===== src/rtl/pipe_ctrl_pkg.sv =====
// Shared definitions for the pipeline controller.
//   state_e : 2-bit FSM state encoding (RUN / HOLD / FLUSH / HALT)
//   PC_INC  : sequential fetch increment (one 32-bit instruction)
package pipe_ctrl_pkg;

    typedef enum logic [1:0] {
        ST_RUN   = 2'd0,
        ST_HOLD  = 2'd1,
        ST_FLUSH = 2'd2,
        ST_HALT  = 2'd3
    } state_e;

    localparam logic [31:0] PC_INC = 32'h4;

endpackage


===== src/rtl/pipe_hold_wdog.sv =====
// Consecutive-stall watchdog.
// Counts back-to-back stalled cycles and flags expiry in the cycle that would
// be the HOLD_MAX-th consecutive stall, so the owner can halt at that edge.
// Ports:
//   clk      in  core clock
//   rst      in  synchronous active-high reset
//   stall_i  in  this cycle is a stalled cycle
//   clr_i    in  clear the count (redirect in progress)
//   expire_o out stall limit reached this cycle (combinational)
// HOLD_MAX = 0 disables the watchdog.
module pipe_hold_wdog #(
    parameter int unsigned HOLD_MAX = 16
) (
    input  logic clk,
    input  logic rst,
    input  logic stall_i,
    input  logic clr_i,
    output logic expire_o
);

    localparam int unsigned CW = (HOLD_MAX > 1) ? $clog2(HOLD_MAX) : 1;
    localparam logic [CW-1:0] LIMIT = (HOLD_MAX > 0) ? CW'(HOLD_MAX - 1) : '0;

    logic [CW-1:0] cnt_q;
    logic [CW-1:0] cnt_d;

    // Any non-stalled cycle breaks the run of consecutive stalls.
    always_comb begin
        cnt_d = cnt_q;
        if (clr_i || !stall_i) begin
            cnt_d = '0;
        end else begin
            cnt_d = cnt_q + CW'(1);
        end
    end

    always_ff @(posedge clk) begin
        if (rst) begin
            cnt_q <= '0;
        end else begin
            cnt_q <= cnt_d;
        end
    end

    assign expire_o = (HOLD_MAX != 0) && stall_i && !clr_i && (cnt_q == LIMIT);

endmodule


===== src/rtl/pipe_ctrl.sv =====
// Pipeline controller: owns the program counter and drives flush/stall of the
// if_id and id_ex registers from the execute stage's redirect/hold requests and
// fetch back-pressure. Adds BRANCH_BUBBLES fetch bubbles after a redirect,
// halts on a stall watchdog timeout or a misaligned jump target.
// Ports:
//   clk, rst        clock, synchronous active-high reset
//   jump_addr_i     redirect target from ex
//   jump_ena_i      redirect request from ex (single cycle)
//   hold_flag_i     ex multi-cycle hold request
//   bus_hold_i      instruction fetch not ready
//   pc_o            fetch address
//   flush_if_id_o   clear if_id at next edge
//   flush_id_ex_o   clear id_ex at next edge
//   stall_o         freeze pc, if_id, id_ex at next edge
//   halted_o        core halted (sticky until rst)
//   timeout_o       halt cause: watchdog (sticky)
//   misalign_o      halt cause: misaligned jump target (sticky)
//   dbg_state_o     current FSM state (debug visibility)
//
// Request semantics: jump_ena_i is a one-cycle pulse acted on at the edge that
// ends the cycle it is high; a jump always wins over a stall in that cycle.
// stall_o is combinational and is the only thing that freezes the pipeline;
// the requester keeps its stall request high for as long as it needs the hold.
module pipe_ctrl
    import pipe_ctrl_pkg::*;
#(
    parameter logic [31:0] RESET_ADDR     = 32'h0000_0000,
    parameter int unsigned BRANCH_BUBBLES = 1,
    parameter int unsigned HOLD_MAX       = 16
) (
    input  logic        clk,
    input  logic        rst,
    input  logic [31:0] jump_addr_i,
    input  logic        jump_ena_i,
    input  logic        hold_flag_i,
    input  logic        bus_hold_i,
    output logic [31:0] pc_o,
    output logic        flush_if_id_o,
    output logic        flush_id_ex_o,
    output logic        stall_o,
    output logic        halted_o,
    output logic        timeout_o,
    output logic        misalign_o,
    output logic [1:0]  dbg_state_o
);

    state_e      state_q, state_d;
    logic [31:0] pc_q, pc_d;
    logic [1:0]  bub_q, bub_d;
    logic        halted_q, halted_d;
    logic        timeout_q, timeout_d;
    logic        misalign_q, misalign_d;

    logic        stall_req;
    logic        wdog_stall;
    logic        wdog_expire;

    assign stall_req  = hold_flag_i | bus_hold_i;
    // A cycle counts as stalled only when the stall actually takes effect.
    assign wdog_stall = stall_req & ~jump_ena_i & (state_q != ST_HALT);

    pipe_hold_wdog #(
        .HOLD_MAX (HOLD_MAX)
    ) u_wdog (
        .clk      (clk),
        .rst      (rst),
        .stall_i  (wdog_stall),
        .clr_i    (jump_ena_i),
        .expire_o (wdog_expire)
    );

    // State register
    always_ff @(posedge clk) begin
        if (rst) begin
            state_q    <= ST_RUN;
            pc_q       <= RESET_ADDR;
            bub_q      <= 2'd0;
            halted_q   <= 1'b0;
            timeout_q  <= 1'b0;
            misalign_q <= 1'b0;
        end else begin
            state_q    <= state_d;
            pc_q       <= pc_d;
            bub_q      <= bub_d;
            halted_q   <= halted_d;
            timeout_q  <= timeout_d;
            misalign_q <= misalign_d;
        end
    end

    // Next-state logic; priority HALT > jump > stall > bubbles/advance.
    always_comb begin
        state_d    = state_q;
        pc_d       = pc_q;
        bub_d      = bub_q;
        halted_d   = halted_q;
        timeout_d  = timeout_q;
        misalign_d = misalign_q;
        if (state_q != ST_HALT) begin
            if (jump_ena_i) begin
                if (jump_addr_i[1:0] != 2'b00) begin
                    state_d    = ST_HALT;
                    halted_d   = 1'b1;
                    misalign_d = 1'b1;
                end else begin
                    pc_d = jump_addr_i;
                    if (BRANCH_BUBBLES > 0) begin
                        state_d = ST_FLUSH;
                        bub_d   = 2'(BRANCH_BUBBLES);
                    end else begin
                        state_d = ST_RUN;
                    end
                end
            end else if (stall_req) begin
                if (wdog_expire) begin
                    state_d   = ST_HALT;
                    halted_d  = 1'b1;
                    timeout_d = 1'b1;
                end else if (state_q != ST_FLUSH) begin
                    // A stall inside FLUSH freezes the bubble count in place.
                    state_d = ST_HOLD;
                end
            end else begin
                pc_d = pc_q + PC_INC;
                if (state_q == ST_FLUSH) begin
                    bub_d = bub_q - 2'd1;
                    if (bub_q <= 2'd1) begin
                        state_d = ST_RUN;
                    end
                end else begin
                    state_d = ST_RUN;
                end
            end
        end
    end

    // Output logic
    always_comb begin
        flush_if_id_o = 1'b0;
        flush_id_ex_o = 1'b0;
        stall_o       = 1'b0;
        if (!rst) begin
            if (state_q == ST_HALT) begin
                stall_o       = 1'b1;
                flush_id_ex_o = 1'b1;
            end else begin
                flush_if_id_o = jump_ena_i | (state_q == ST_FLUSH);
                flush_id_ex_o = jump_ena_i;
                stall_o       = stall_req & ~jump_ena_i;
            end
        end
    end

    assign pc_o        = pc_q;
    assign halted_o    = halted_q;
    assign timeout_o   = timeout_q;
    assign misalign_o  = misalign_q;
    assign dbg_state_o = state_q;

endmodule

===== config.mk =====
export PLATFORM = sky130hd
export DESIGN_NAME = pipe_ctrl
export DESIGN_NICKNAME = d
export VERILOG_FILES = /design/src/rtl/pipe_ctrl_pkg.sv /design/src/rtl/pipe_hold_wdog.sv /design/src/rtl/pipe_ctrl.sv
export SDC_FILE = /design/constraint.sdc
export NUM_CORES = 1
export LEC_CHECK = 0
export CAP_MARGIN = 20
export CORE_AREA = 2 2 89 91
export CTS_CLUSTER_DIAMETER = 50
export CTS_CLUSTER_SIZE = 30
export DETAILED_ROUTE_END_ITERATION = 6
export DIE_AREA = 0 0 91 93
export PLACE_DENSITY_LB_ADDON = 0.08
export SLEW_MARGIN = 10
export SYNTH_ARGS = -nofsm -noshare
export SYNTH_HDL_FRONTEND = slang
export SYNTH_HIERARCHICAL = 1
export SYNTH_SLANG_ARGS = --single-unit
export TNS_END_PERCENT = 10

===== constraint.sdc =====
create_clock -name clk -period 2.9 [get_ports clk]
set_clock_uncertainty 0.1 [all_clocks]
set_input_delay 0.58 -clock clk [delete_from_list [all_inputs] [get_ports clk]]
set_output_delay 0.58 -clock clk [all_outputs]
set_load 0.03 [all_outputs]

== Word-level counts from Yosys, hierarchy flattened ==
Cells that the tools add are included.
Widths: inputs -> output; s select.

* Add/subtract/negate cells: 3
* $lt $le $gt $ge: 1
* Equality and inequality tests: 10
* Multiplexer cells: 24
* Bitwise gates (word level): 5
* Reductions and logical operators: 16

{| class="wikitable"
|+ Operator list
! kind !! number
|-
| $mux 32 || 3
|-
| $add 32x3->32 const B || 1
|-
| $mux 2 || 10
|-
| $reduce_and 4->1 || 3
|-
| $mux 1 || 11
|-
| $reduce_and 3->1 || 3
|-
| $ne 2x2->1 const B || 4
|-
| $reduce_bool 2->1 || 4
|-
| $add 4x1->4 const B || 1
|-
| $eq 2x2->1 const B || 2
|-
| $eq 4x4->1 const B || 1
|-
| $ne 4x2->1 const B || 1
|-
| $ne 4x3->1 const B || 1
|-
| $and 1x1->1 || 2
|-
| $le 2x1->1 const B || 1
|-
| $logic_and 1x1->1 || 2
|-
| $logic_not 1->1 || 2
|-
| $ne 2x1->1 const B || 1
|-
| $or 1x1->1 || 2
|-
| $reduce_or 2->1 || 1
|-
| $sub 2x1->2 const B || 1
|-
| $logic_or 1x1->1 || 1
|-
| $not 1->1 || 1
|}

* Flip-flop bits (word level): 43
* Bits of input ports: 37
* Output and inout port bits: 40
* Word-level logic and storage cells: 66

== Longest topological paths before layout ==
Gate-level depths: netlist of the first run.

* Depth in word-level cells: 8
* Mapped depth: 9
* Gate-level depth less buffers: 7

== Hierarchy ==
Netlist of the first run, hierarchy kept.

{| class="wikitable"
|+ Modules (own cells, without submodules)
! module !! times used !! cells an instance !! area each (um2) !! sequential area each (um2)
|-
| pipe_ctrl || 1 || 319 || 2356.0 || 780.7
|-
| pipe_hold_wdog || 1 || 17 || 175.2 || 80.1
|}

== Worst setup path after synthesis of the first run ==
Ideal clock, no wire load.

* Path kind: register -> register
* Start point: reg pc_q[2] (netlist: pc_o[2])
* End point: reg pc_q[30] (netlist: pc_o[30])
* Setup time: 63 ps
* Arrival time: 2543 ps
* Required time: 2737 ps
* Slack: 194 ps
* Stages on the path, launching flop included: 7
* Buffers on the path: 0
* Period minus slack after synthesis: 2706 ps
* Cell sequence: dfxtp_1 > ha_1 > nand4_2 > or4_4 > or4_4 > or4_1 > nand3_1

* Longest elaborated chain between the ends: 3

{| class="wikitable"
|+ RTL lines
! what !! RTL line !! text
|-
| start, declared || pipe_ctrl.sv:48 || <nowiki>logic [31:0] pc_q, pc_d;</nowiki>
|-
| start signal, assigned || pipe_ctrl.sv:83 || <nowiki>pc_q <= pc_d;</nowiki>
|-
| $add 32x3->32 || pipe_ctrl.sv:124 || <nowiki>pc_d = pc_q + PC_INC;</nowiki>
|-
| $mux 32 || pipe_ctrl.sv:114 || <nowiki>end else if (stall_req) begin</nowiki>
|-
| $mux 32 || pipe_ctrl.sv:100 || <nowiki>if (jump_ena_i) begin</nowiki>
|}

No other way between the ends. The select of a mux whose other input is x is not followed.
A chain may end at the register's enable or synchronous reset.

== Worst setup path in the final report of the first run ==
Ends and elaborated chain as after synthesis.

==> results.md, run 1 <==
* Ys async rst share at 0%
* R2r setup slk at approximately 0.25 ns
* Critical path required time at 3.05 ns
* Port Buffers at 76
* Layout cells sized above 1 at 9.976%
* PwrDens at 406.4 nW/um^2
* H-tree Lvls at 2
* R2R cell count at 6
* Via count at approximately 2900
* CTS Hold Buffers Added at 0
* Die H at approximately 93 um
* Post-synthesis instance area at approximately 2500 sq um
* Sequential element share of the synthesized area at roughly 34%
* Chip width at 91 um
* Worst-skew pair later-pin latency at 0.30 ns
* Most common cell in the netlist: dfxtp_1
* R2r startpoint: pc_o[2]$_SDFFE_PP0P_
* Final net count at 460
* Crit path launch type: flip-flop
* Hold_ws at around 0.35 ns
* First-pass GRT wire length at 13910 um
* Yosys reg bits at 43
* CP Max Fanout at 7
* Slew Limit Headroom at a little under three fifths
* Final Cycle Share at between 90% and 100%
* Syn Inst Count at 336
* CP Launch Point: pc_o[2]$_SDFFE_PP0P_
* Cells taking the most area after synthesis: dfxtp_1 (34%), o21ai_0 (6.1%), nand2_1 (6.1%), nor2_1 (5.6%), a21oi_1 (4.9%)
* Tmin final at ~2.6 ns
* Site Rows at 32
* GRT overflow at 0
* Area growth syn-to-layout at 40.88%
* CTS Buffer Depth at 2
* Io pins at just under 80
* CTS tree: yes
* Maxcap violations at 0
* Post-synth top area share at 34.01%
* Syn_nets at about 380
* Critical path's most frequent cell: or4_4
* Cts repair resizes at 0
* Final instance area at 3566 sq um
* Final cell count without fillers at around 520
* DRT iter0 DRCs at ~150
* Placed cell area at 3466 sq um
* Kind of critical path: flip-flop to flip-flop
* Tightest Pin Transition at about 0.66 ns
* Avg Cell Area, Syn at between 7 and 8 sq um
* GRT Util Overall at around a fifth
* Drt wl/cell at between 15 and 20 um
* Setup TNS at 0 ns
* Post-route ant nets at 0
* CTS Sinks at 43
* Initial DRT Pass Iterations at 4
* Signal arrival time at the worst endpoint at about 2.8 ns
* Post-synth top area cell: dfxtp_1
* Fmax at around 380 MHz
* CP Capture Type: flip-flop
* Top cells by count, synth: dfxtp_1 (43), nand2_1 (41), nor2_1 (38)
* Vias in the first global route at 2752
* Total Wirelength at 8502 um
* IR drop worst, VDD at about 180 uV
* Outcome: finished clean
* R2R Path End: pc_o[30]$_SDFFE_PP0P_
* Pin count of the biggest net entering global routing at 33
* Root buffer cell: clkbuf_8
* Die Area at between 8000 and 9000 sq um
* DRC at 0
* HPWL after DPL at between 6000 and 7000 um
* Initial antenna violation count at 0
* Setup violations, final at 0
* Antenna fix cells at 0
* Critical Path, Cell by Cell: ha_1, nand4_2, or4_4, or4_4, or4_1, nand3_1
* Setup crit end: pc_o[30]$_SDFFE_PP0P_
* CP max stage delay at roughly 0.58 ns
* Leakage at approximately 1.3 nW
* Initial core utilization at between 30% and 40%
* Setup Fix Bufs, Post-CTS at 0
* Slowest-stage cell, CP: or4_4
* Placed Instances at just over 500
* Top_reg_cell synth: dfxtp_1
* Worst min-delay path category: flip-flop to flip-flop
* Yosys cell types at 58
* Hold Fails Final Rpt at 0
* Final Wtd Congestion at slightly below 0.9
* RSZ-0062 raised after global routing: no
* Total CTS buffers at 5
* Vias per cell at 5.488
* Slew Viols, Final at 0
* Placeable Area at 7527 sq um
* Number of flops mapped to enable cells by yosys at 0
* Worst-path clk slew at 0.09 ns
* Yosys warnings at 6
[routing by layer]
metal	GRT usage, %	share of wire (%)	up-vias
li1	-	-	1427
met1	25.85	45	1355
met2	34.44	49	84
met3	4.351	5.4	4
met4	5.682	0.81	0
met5	0	0	-
[worst min path at each step]
stage / from / to / slack, ns / cells past startpoint
6_report: u_wdog/cnt_q[0]$_SDFF_PP0_ / u_wdog/cnt_q[0]$_SDFF_PP0_ / 0.35 / 1
5_1_grt: u_wdog/cnt_q[0]$_SDFF_PP0_ / u_wdog/cnt_q[0]$_SDFF_PP0_ / 0.39 / 1
4_1_cts: u_wdog/cnt_q[0]$_SDFF_PP0_ / u_wdog/cnt_q[0]$_SDFF_PP0_ / 0.36 / 1
3_5_place_dp: u_wdog/cnt_q[0]$_SDFF_PP0_ / u_wdog/cnt_q[0]$_SDFF_PP0_ / 0.34 / 1
3_3_place_gp: u_wdog/cnt_q[0]$_SDFF_PP0_ / u_wdog/cnt_q[0]$_SDFF_PP0_ / 0.33 / 1
2_1_floorplan: u_wdog/cnt_q[0]$_SDFF_PP0_ / u_wdog/cnt_q[0]$_SDFF_PP0_ / 0.32 / 1
[worst max-delay path: cells and delay by family, from the launching register on]
kind,cells,cell delay (ns)
simple gates,5,1.79
flops,1,0.44
fa+ha+maj,1,0.26
[cells by family (layout without fill, tap and decap cells)]
logic type               after synthesis  in the layout  share of synthesized area, %
buffers and inverters                 22            107                         3.806
adder cells (fa/ha/maj)                3              3                         1.483
AO/OA/AOI/OAI                        104            104                         26.15
XOR/XNOR                               2              2                        0.6922
flip-flops                            43             43                         34.01
multiplexers                           6              6                         2.422
AND/OR/NAND/NOR                      156            156                         31.44
[cell type report]
| cell class | count | area, sq um |
|---|---|---|
| fillers | 811 | 3961 |
| multi-input cells | 271 | 1579 |
| repair buffers | 93 | 875.8 |
| flip-flops and latches | 43 | 860.8 |
| well taps | 102 | 127.6 |
| clock buffers | 8 | 100.1 |
| inverters | 6 | 22.52 |
[cell usage in the layout, fill, tap and decap left out, types with 2 or more instances in the layout]
master           count
mux2i_1              5
a22oi_1             10
ha_1                 3
and3_1               6
nor3_1               5
a21oi_1             25
nand4_1             16
or3_1                2
nand2_1             41
or4_4                2
a311oi_1             2
inv_1                6
nor2b_1              2
o41ai_1              4
clkdlybuf4s50_1     72
o21a_1               3
dfxtp_1             43
buf_4               20
nor4_1               5
o31ai_1              3
o211ai_1             3
nand3_1             15
nor3b_1              3
o21ai_0             31
nand2b_1             2
or2_2                2
o311ai_0             2
and2_1               5
nor2_1              38
clkbuf_8             7
a22o_1               6
a31oi_1              4
[flip-flops by register name, summed over array words and instances (netlist names)]
register,flops
pc_o,32
u_wdog/cnt_q,4
bub_q,2
dbg_state_o,2
halted_o,1
misalign_o,1
timeout_o,1
[metrics by stage]
stage,utilization [%],worst slack [ns],power (W)
CTS,47.37,0.2500,0.001455
detailed placement,46.04,0.2778,0.001022
global placement,46.04,0.3269,0.001020
finish,47.37,0.2545,0.001449
global route,47.37,0.1592,0.001512
floorplan,-,0.1941,0.0008502
[power breakdown]
part           leakage, nW  switching (W)  total, W  internal [W]
registers            0.351      0.0000433  0.000664      0.000621
clock network       0.0515       0.000223  0.000441      0.000218
logic                0.878       0.000190  0.000345      0.000154
total                 1.28       0.000456   0.00145      0.000993
Note: power is estimated with default switching activity, not from simulation.
==> inputs of run 2 (changes only) <==
PLACE_DENSITY_LB_ADDON = unset   (was 0.08)
==> run 2 against run 1 <==
Flip-flop and latch count stayed put. Highest routed layer unchanged. Count of clock-buffer cells in the layout fell by 2. Sequential share of layout area increased by 0.11 points. Fmax increased by 1.2%. Critical path type unchanged. Power increased by 4.3%. Worst hold slack improved by 0.0080 ns. Wire length down 4.4%. Non-clock buffer count shrank 5. Setup slack gained 0.031 ns. Final area fell by 0.46%. Largest cell class unchanged.
==> results.md, run 2 (same netlist as run 1, synthesis figures left out) <==
* Worst-skew pair later-pin latency at 0.31 ns (about the same)
* Die H at 93 um (unchanged)
* Cts repair resizes at 0 (unchanged)
* Setup TNS at 0 ns (unchanged)
* PwrDens at 426.0 nW/um^2 (+4.8%)
* Port Buffers at 76 (unchanged)
* Initial core utilization at 33.63% (unchanged)
* Reg power frac at 44.0% (-1.8 points)
* Logic pwr share at 22.2% (-1.6 points)
* Hold Fails Final Rpt at 0 (unchanged)
* CTS Sinks at 43 (unchanged)
* Most Used Layer, Global Route: met2
* Fmax at 382.5 MHz (+1.2%)
* Kind of critical path: flip-flop to flip-flop
* Final Cycle Share at 90.15% (-1.1 points)
* CP Max Fanout at 7 (unchanged)
* Slew Limit Headroom at 59.46% (+3.6 points)
* Worst-path clk slew at 0.09 ns (about the same)
* GRT Util Overall at 19.09% (-1.1 points)
* Tmin final at 2.614 ns (-0.03103 ns)
* Pin count of the biggest net entering global routing at 31 (-6.1%)
* H-tree Lvls at 2 (unchanged)
* Vias per cell at 5.475 (-0.23%)
* CTS tree: yes
* Met2 usage at 30.31% (-4.1 points)
* Max reg flops at 32 (unchanged)
* DRC at 0 (unchanged)
* GRT overflow at 0 (unchanged)
* Final Wtd Congestion at 0.8135 (-8.7%)
* Drt wl/cell at 15.69 um (-3.5%)
* Slew Viols, Final at 0 (unchanged)
* CTS Buffer Depth at 2 (unchanged)
* CP Capture Type: flip-flop
* Internal power at 0.001055 W (+6.2%)
* Leakage at 1.265 nW (-1.2%)
* Final instance area at 3550 sq um (-0.46%)
* Worst min-delay path category: flip-flop to flip-flop
* Vias in the first global route at 2664 (-3.2%)
* Die Area at 8463 sq um (unchanged)
* First-pass GRT wire length at 13230 um (-4.9%)
* Initial DRT Pass Iterations at 5 (+1)
* GRT met3 Usage at 3.948% (-0.40 points)
* Area occupied by multi-input gates at 1579 sq um (unchanged)
* Commonest non-fill, non-tap cell in the layout: clkdlybuf4s50_1
* Hold_ws at 0.3616 ns (+0.008011 ns)
* Via count at 2836 (-1.2%)
* RSZ-0062 raised after global routing: no
* Final net count at 455 (-1.1%)
* Signal arrival time at the worst endpoint at 2.77 ns (-0.02 ns)
* Antenna fix cells at 0 (unchanged)
* Register area at 860.8 sq um (unchanged)
* Maxcap violations at 0 (unchanged)
* Placeable Area at 7527 sq um (unchanged)
* Outcome: finished clean
* HPWL after DPL at 5949 um (-4.4%)
* Tightest Pin Transition at 0.6025 ns (-0.05393 ns)
* Post-route ant nets at 0 (unchanged)
* Site Rows at 32 (unchanged)
* Total CTS buffers at 5 (unchanged)
* Crit path launch type: flip-flop
* Placed cell area at 3428 sq um (-1.1%)
* M1 GR Usage at 25.91% (+0.061 points)
* Filler instances at 799 (-1.5%)
* Setup violations, final at 0 (unchanged)
* CTS Hold Buffers Added at 0 (unchanged)
* Net Sw Power at 0.0004573 W (+0.26%)
* Layout cells sized above 1 at 9.135% (-0.84 points)
* Initial antenna violation count at 0 (unchanged)
* IR drop worst, VDD at 182.2 uV (+0.63%)
* Area growth syn-to-layout at 40.24%
* Sw Ratio at 30.25% (-1.2 points)
* Power share of the clock group at 33.8% (+3.4 points)
* DRT iter0 DRCs at 143 (-7.1%)
* Total Wirelength at 8130 um (-4.4%)
* Setup Fix Bufs, Post-CTS at 0 (unchanged)
* Root buffer cell: clkbuf_8
* Chip width at 91 um (unchanged)
* Io pins at 77 (unchanged)
* Most frequent cells in the layout: clkdlybuf4s50_1 (72), dfxtp_1 (43), nand2_1 (41), nor2_1 (38), o21ai_0 (31)
* Critical path required time at 3.06 ns (about the same)
## run 2: area by class of cell
cell class              instances  area share, %
clock inverters                 2          1.093
flip-flops and latches         43          24.25
well taps                     102          3.595
multi-input cells             271          44.48
clock buffers                   6          2.326
repair buffers                 88          23.62
inverters                       6         0.6345
## run 2: per-stage QoR
step	setup slack, ns	util [%]	std cells	power, W
finish	0.2856	47.16	518	0.001512
global route	0.2005	47.16	518	0.001581
CTS	0.2925	47.16	518	0.001524
detailed placement	0.3036	45.55	510	0.001013
global placement	0.3595	45.55	510	0.001013
floorplan	0.1941	-	336	0.0008502
## run 2: per-layer routing
layer	wire length, um	up-vias
met2	3730	88
met5	0	-
li1	-	1415
met1	3822	1325
met4	108	0
met3	469	8
## run 2: critical path, stage by stage (launching register included)
cell and delay (ns):
dfxtp_1 0.44, ha_1 0.25, nand4_2 0.18, or4_4 0.58, or4_4 0.53, or4_1 0.41, nand3_1 0.09
## run 2: power groups by stage
stage | registers (W) | logic [W] | clock network [W]
2_1_floorplan | 0.000723 | 0.000128 | 0
3_3_place_gp | 0.000678 | 0.000334 | 0
3_5_place_dp | 0.000679 | 0.000334 | 0
4_1_cts | 0.000665 | 0.000336 | 0.000522
5_1_grt | 0.000673 | 0.000361 | 0.000546
6_report | 0.000666 | 0.000336 | 0.000510
## run 2: worst paths after layout
path / slack [ns] / end / cells after the start / from
worst max-delay path: 0.29 / pc_o[30]$_SDFFE_PP0P_ / 6 / pc_o[2]$_SDFFE_PP0P_
worst min-delay path: 0.36 / u_wdog/cnt_q[0]$_SDFF_PP0_ / 1 / u_wdog/cnt_q[0]$_SDFF_PP0_
worst max register to register: 0.29 / pc_o[30]$_SDFFE_PP0P_ / 6 / pc_o[2]$_SDFFE_PP0P_
worst min register to register: 0.36 / u_wdog/cnt_q[0]$_SDFF_PP0_ / 1 / u_wdog/cnt_q[0]$_SDFF_PP0_
